### config.mk
export PLATFORM = sky130hd
export DESIGN_NAME = nt_receiver_deframer
export DESIGN_NICKNAME = d
export VERILOG_FILES = /design/src/rtl/nt_receiver_deframer.sv
export SDC_FILE = /design/constraint.sdc
export NUM_CORES = 1
export LEC_CHECK = 0
export BUFFER_PORTS_ARGS = -buffer_cell sky130_fd_sc_hd__buf_2
export CORE_MARGIN = 3
export CORE_UTILIZATION = 60
export CTS_CLUSTER_SIZE = 14
export DETAILED_ROUTE_END_ITERATION = 16
export PLACE_DENSITY = 0.79
export RECOVER_POWER = 25
export SLEW_MARGIN = 30
export SYNTH_ARGS = -nofsm -noshare
export SYNTH_HDL_FRONTEND = slang
export SYNTH_SLANG_ARGS = --single-unit
### constraint.sdc
create_clock -name clk -period 2.6 [get_ports clk]
set_input_delay 0.52 -clock clk [delete_from_list [all_inputs] [get_ports clk]]
set_output_delay 0.52 -clock clk [all_outputs]
set_load 0.01 [all_outputs]
### src/rtl/nt_receiver_deframer.sv
// ---------------------------------------------------------------------------
// nt_receiver_deframer
//
// Receive-side deframer for the serial transmitter. Each contiguous run of
// invalid=1 cycles is one frame. Bits arrive MSB-first and are packed into
// WIDTH-bit words. Each word is tagged with its bit count and an end-of-frame
// flag, then buffered in a small first-word-fall-through FIFO that a
// valid/ready consumer drains.
//
// Ports
//   clk        system clock, rising edge
//   rst        asynchronous active-low reset
//   serin      serial data bit (transmitter serout)
//   invalid    serial strobe (transmitter outvalid); serin sampled when high
//   out_data   head-of-FIFO word, left-aligned, low bits zero-padded
//   out_nbits  number of valid bits in out_data (1..WIDTH; 0 when empty)
//   out_last   head word ends a frame
//   out_valid  FIFO non-empty
//   out_ready  consumer accepts the head word when out_valid is also high
//   overflow   sticky flag, set when a word is dropped on a full FIFO
//   clr_ovf    synchronous clear of overflow (a coincident drop wins)
//   frames_rx  wrapping count of frames whose last word entered the FIFO
// ---------------------------------------------------------------------------
module nt_receiver_deframer #(
    parameter int WIDTH = 8,
    parameter int DEPTH = 4,
    parameter int CNTW  = 8,
    localparam int NBW  = $clog2(WIDTH) + 1
) (
    input  logic             clk,
    input  logic             rst,
    input  logic             serin,
    input  logic             invalid,
    output logic [WIDTH-1:0] out_data,
    output logic [NBW-1:0]   out_nbits,
    output logic             out_last,
    output logic             out_valid,
    input  logic             out_ready,
    output logic             overflow,
    input  logic             clr_ovf,
    output logic [CNTW-1:0]  frames_rx
);

    localparam int AW = $clog2(DEPTH);
    localparam int EW = WIDTH + NBW + 1;
    localparam logic [WIDTH-1:0] MSB_ONE = WIDTH'(1) << (WIDTH - 1);

    typedef enum logic {
        S_IDLE,
        S_COLLECT
    } state_t;

    // -----------------------------------------------------------------------
    // Assembler state
    // -----------------------------------------------------------------------
    state_t           state_q, state_d;
    logic [WIDTH-1:0] shreg_q, shreg_d;
    logic [NBW-1:0]   bitcnt_q, bitcnt_d;

    // A completed full word waits here for one cycle: its last flag depends
    // on whether invalid is still high in the following cycle.
    logic             hold_vld_q, hold_vld_d;
    logic [WIDTH-1:0] hold_data_q, hold_data_d;

    // Push request register. Both the full-word and the partial-word paths
    // pass through it, which keeps the FIFO entry latency identical.
    logic             push_vld_q, push_vld_d;
    logic [WIDTH-1:0] push_data_q, push_data_d;
    logic [NBW-1:0]   push_nbits_q, push_nbits_d;
    logic             push_last_q, push_last_d;

    // -----------------------------------------------------------------------
    // FIFO state
    // -----------------------------------------------------------------------
    logic [EW-1:0]    mem_q [DEPTH];
    logic [AW:0]      wr_ptr_q, wr_ptr_d;
    logic [AW:0]      rd_ptr_q, rd_ptr_d;

    logic [WIDTH-1:0] out_data_q, out_data_d;
    logic [NBW-1:0]   out_nbits_q, out_nbits_d;
    logic             out_last_q, out_last_d;
    logic             out_valid_q, out_valid_d;
    logic             overflow_q, overflow_d;
    logic [CNTW-1:0]  frames_q, frames_d;

    logic             pop;
    logic             full;
    logic             push_acc;
    logic             drop;
    logic [EW-1:0]    push_entry;
    logic [EW-1:0]    head_entry;
    logic [WIDTH-1:0] shreg_ins;

    // -----------------------------------------------------------------------
    // Assembler next-state logic
    // -----------------------------------------------------------------------
    always_comb begin
        state_d      = state_q;
        shreg_d      = shreg_q;
        bitcnt_d     = bitcnt_q;
        hold_vld_d   = 1'b0;
        hold_data_d  = hold_data_q;
        push_vld_d   = 1'b0;
        push_data_d  = push_data_q;
        push_nbits_d = push_nbits_q;
        push_last_d  = push_last_q;

        // The new bit lands just below the bits already collected; the
        // register is cleared at every word start, so lower bits stay zero.
        shreg_ins = shreg_q | (serin ? (MSB_ONE >> bitcnt_q) : '0);

        // Word output. A held full word always goes out on the cycle after
        // it completed. While one is held the bit counter is zero, so the
        // partial-word path can never fire at the same time.
        if (hold_vld_q) begin
            push_vld_d   = 1'b1;
            push_data_d  = hold_data_q;
            push_nbits_d = NBW'(WIDTH);
            push_last_d  = ~invalid;
        end else if ((state_q == S_COLLECT) && !invalid && (bitcnt_q != '0)) begin
            push_vld_d   = 1'b1;
            push_data_d  = shreg_q;
            push_nbits_d = bitcnt_q;
            push_last_d  = 1'b1;
        end

        // Bit collection
        if (invalid) begin
            state_d  = S_COLLECT;
            shreg_d  = shreg_ins;
            bitcnt_d = bitcnt_q + NBW'(1);
            if (bitcnt_q == NBW'(WIDTH - 1)) begin
                hold_vld_d  = 1'b1;
                hold_data_d = shreg_ins;
                shreg_d     = '0;
                bitcnt_d    = '0;
            end
        end else begin
            // Any idle cycle ends the frame.
            state_d  = S_IDLE;
            shreg_d  = '0;
            bitcnt_d = '0;
        end
    end

    // -----------------------------------------------------------------------
    // FIFO control
    // -----------------------------------------------------------------------
    assign pop        = out_valid_q & out_ready;
    assign full       = (wr_ptr_q[AW] != rd_ptr_q[AW]) &&
                        (wr_ptr_q[AW-1:0] == rd_ptr_q[AW-1:0]);
    // A pop in the same cycle frees the slot even when full.
    assign push_acc   = push_vld_q & (~full | pop);
    assign drop       = push_vld_q & full & ~pop;
    assign push_entry = {push_data_q, push_nbits_q, push_last_q};

    always_comb begin
        wr_ptr_d    = wr_ptr_q + (AW+1)'(push_acc);
        rd_ptr_d    = rd_ptr_q + (AW+1)'(pop);
        overflow_d  = (overflow_q & ~clr_ovf) | drop;
        frames_d    = frames_q + CNTW'(push_acc & push_last_q);
        out_valid_d = (rd_ptr_d != wr_ptr_d);

        // The head for the next cycle is the incoming word when the FIFO
        // holds nothing else; otherwise it is already in memory.
        if (!out_valid_d) begin
            head_entry = '0;
        end else if (rd_ptr_d == wr_ptr_q) begin
            head_entry = push_entry;
        end else begin
            head_entry = mem_q[rd_ptr_d[AW-1:0]];
        end
        {out_data_d, out_nbits_d, out_last_d} = head_entry;
    end

    // -----------------------------------------------------------------------
    // Registers
    // -----------------------------------------------------------------------
    always_ff @(posedge clk or negedge rst) begin
        if (!rst) begin
            state_q      <= S_IDLE;
            shreg_q      <= '0;
            bitcnt_q     <= '0;
            hold_vld_q   <= 1'b0;
            hold_data_q  <= '0;
            push_vld_q   <= 1'b0;
            push_data_q  <= '0;
            push_nbits_q <= '0;
            push_last_q  <= 1'b0;
            wr_ptr_q     <= '0;
            rd_ptr_q     <= '0;
            out_data_q   <= '0;
            out_nbits_q  <= '0;
            out_last_q   <= 1'b0;
            out_valid_q  <= 1'b0;
            overflow_q   <= 1'b0;
            frames_q     <= '0;
        end else begin
            state_q      <= state_d;
            shreg_q      <= shreg_d;
            bitcnt_q     <= bitcnt_d;
            hold_vld_q   <= hold_vld_d;
            hold_data_q  <= hold_data_d;
            push_vld_q   <= push_vld_d;
            push_data_q  <= push_data_d;
            push_nbits_q <= push_nbits_d;
            push_last_q  <= push_last_d;
            wr_ptr_q     <= wr_ptr_d;
            rd_ptr_q     <= rd_ptr_d;
            out_data_q   <= out_data_d;
            out_nbits_q  <= out_nbits_d;
            out_last_q   <= out_last_d;
            out_valid_q  <= out_valid_d;
            overflow_q   <= overflow_d;
            frames_q     <= frames_d;
        end
    end

    // Storage array carries no reset; the pointers define what is valid.
    always_ff @(posedge clk) begin
        if (push_acc) begin
            mem_q[wr_ptr_q[AW-1:0]] <= push_entry;
        end
    end

    assign out_data  = out_data_q;
    assign out_nbits = out_nbits_q;
    assign out_last  = out_last_q;
    assign out_valid = out_valid_q;
    assign overflow  = overflow_q;
    assign frames_rx = frames_q;

endmodule
==> out/results.txt <==
Drt initial violations -> 142
GR Overflow Total -> 0
GR Util All Layers -> 21.15%
Max_cap viols -> 1
ANT cells -> 0
Critical Path RT -> 2.99 ns
Finished Layout Cells -> 465
Filler instances -> 454
CP endpoint kind -> flip-flop
Share of layout cells above drive strength 1 -> 23.22%
Layout overhead on the synthesized area -> 18.01%
Mapped Nets -> 323
Flop pwr share -> 38.1%
Max Fclk -> 420.9 MHz
Final Hold Vio Count -> 0
Clock root buffer -> clkbuf_8
Switching Share -> 29.36%
Syn Area/Cell -> 15.24 sq um
PwrDens -> 1159 nW/um^2
CTS Buffer Depth -> 2
Antenna violations before repair -> 0
DIE HEIGHT -> 94.02 um
Final setup vio count -> 0
Setup TNS Final -> 0 ns
Placement Rows -> 31
Cell Area, Synth -> 4648 sq um
GRT busiest layer -> met2
Number of synthesized register bits -> 117
Period minus WS final -> 2.376 ns
Post-route ant nets -> 0
Vias in the first global route -> 2716
Hold Buf Count CTS -> 0
Htree depth -> 4
# IOs -> 29
Startpoint Class -> flip-flop
Synth unique cells -> 36
Die Wd -> 94.02 um
Clk pin slew, worst setup/hold paths -> 0.05 ns
Total wire length -> 7.976 mm
Worst vdd ir -> 0.5818 mV
Final Max Slew Viols -> 66
GPL Wtd Cong -> 0.8098
Fin crit share -> 91.37%
Setup repair bufs after CTS -> 0
Core Area -> 7370 sq um
Worst-Margin Slew -> 1.521 ns
DP HPWL -> 5.154 mm
Slew Limit Headroom -> -1.385%
GR Layer Usage met3 -> 6.651%
Worst-path fanout max -> 12
Gate Count Post-Synth -> 305
Met1 usage -> 26.59%
CTS sink cnt -> 117
Post-synth top area share -> 34.99%
Pin count of the biggest net entering global routing -> 66
Sequential share of the synthesized area -> 68.59%
Die ar. -> 8839 sq um
Worst clock skew -> 0.009379 ns
Num CTS Buffers -> 17
Sw Pwr -> 0.001867 W
Routed vias -> 2542
Setup CP Type -> reg -> reg
Post-CTS Resized -> 0
Yosys warning count -> 0
Lkg Pwr -> 2.387 nW
Worst Hold Class -> in -> reg
Routed vias/inst -> 5.467
Combinational power share -> 30.3%
Worst skew pair latency -> 0.51 ns
Status -> finished, violations left
DR DRC count -> 0
Initial Util -> 63.07%
Final #Nets -> 371
Int Pwr -> 0.004491 W
Synth area leaders -> dfrtp_1 35%, edfxtp_1 34%, mux4_2 6.3%
Failing checks -> capacitance limit, slew limit
RSZ-0062 raised after global routing -> no
Post-synth top area cell -> dfrtp_1
IO Port Bufs -> 28
Grt met2 use -> 34.83%
Crit path DAT -> 2.77 ns
DRT Pass-1 Iters -> 4
Clock network fraction of design power -> 31.6%
Placed insts -> 433
First-pass GRT wire length -> 13.63 mm
Drt wl/cell -> 17.15 um
CTS tree -> done
==> cell type report <==
cell class	count	area, sq um	share of cell area (%)
clock buffers	28	505.5	9.215
clock inverters	4	20.02	0.3650
inverters	7	26.28	0.4790
multi-input cells	170	1370	24.98
flip-flops and latches	117	3188	58.12
well taps	99	123.9	2.258
repair buffers	40	251.5	4.585
==> layout by cell type (no fill, tap or decap), types with 4 or more instances in the layout <==
cell type,instances
inv_1,7
buf_4,9
buf_2,27
a21oi_1,5
clkbuf_1,7
xnor2_1,7
edfxtp_1,52
nor2_1,28
o21ai_1,5
clkbuf_16,16
xor2_1,10
mux4_2,13
mux2i_1,23
clkinv_2,4
nand3_1,5
dfrtp_1,65
nand2_1,22
a31oi_1,6
clkbuf_8,6
ha_1,12
o21ai_0,13
==> power by group through the flow <==
stage / combinational (W) / clock, W / sequential, W
3_3_place_gp: 0.00187 / 0 / 0.00244
3_5_place_dp: 0.00192 / 0 / 0.00245
4_1_cts: 0.00195 / 0.00204 / 0.00243
5_1_grt: 0.00213 / 0.00213 / 0.00245
6_report: 0.00192 / 0.00201 / 0.00242
2_1_floorplan: 0.00130 / 0 / 0.00250
==> metrics by stage <==
step                      setup WS, ns  instance area (sq um)  total power, W  util, %  hold WS (ns)
after CTS                       0.2087                   5502        0.006418    74.65       0.02427
after floorplan                 0.1008                   4648        0.003800        -        0.2244
after global placement         0.09995                   4970        0.004307    67.44        0.4529
after detailed placement       0.05910                   4976        0.004376    67.52        0.4704
after global routing           0.02046                   5485        0.006720    74.43        0.1934
final                           0.2243                   5485        0.006358    74.43        0.1937
==> sequential cells by signal, summed over array words and instances (netlist names), 4 cells and up <==
signal and count:
out_data 8, push_nbits_q 4, push_data_q 8, hold_data_q 8, mem_q 52, frames_rx 8, shreg_q 8, out_nbits 4
bitcnt_q 4
==> worst max-delay path: stages (launching register included) <==
cell and delay [ns]:
dfrtp_1 0.42, xnor2_1 0.16, o41a_1 0.44, ha_1 0.20, ha_1 0.20, xor2_1 0.18, xor2_1 0.16, nor3_2 0.22
buf_4 0.20, nor2_1 0.06
==> worst paths after layout <==
kind                                  end  slack, ns  depth (start not counted)           start
setup / recovery              out_data[3]       0.22                          9     rd_ptr_q[2]
min in group asynchronous        overflow       0.48                          2             rst
setup reg to reg              out_data[3]       0.22                          9     rd_ptr_q[2]
max in group asynchronous  push_data_q[5]       1.21                          2             rst
hold / removal                   overflow       0.19                          2         clr_ovf
hold reg to reg            hold_data_q[2]       0.48                          2  hold_data_q[2]
==> metal layers <==
layer	wire length [um]	vias to the layer above
met2	4209	51
met3	303	11
met5	0	-
li1	-	1195
met1	3372	1285
met4	91	0
==> cells by family (layout without fill, tap and decap cells) <==
kind of cell               after synthesis  in the layout  share of synthesized area, %
buffers and inverters                   18             79                         2.180
DFF                                    117            117                         68.59
and+or+nand+nor                         73             73                         7.295
AOI/OAI and AO/OA                       31             31                         3.768
muxes                                   36             36                         11.25
adders and majority gates               12             12                         3.230
xor gates and xnor gates                18             18                         3.688
==> cells in the mapped netlist (all sizes together) <==
cell     n
or2      2
inv      7
nand2b   1
nand2   22
nor4     1
a31oi    6
and3     3
buf      6
o41a     1
and3b    1
edfxtp  52
nor3b    1
mux2i   23
xor2    10
nor3     2
a21oi    5
a21boi   1
ha      12
o21ai   18
xnor2    7
nor2    28
clkbuf   5
dfrtp   65
xnor3    1
nor2b    2
and2     3
and2b    1
mux4    13
nand3    6
(Power assumes the default switching activity.)
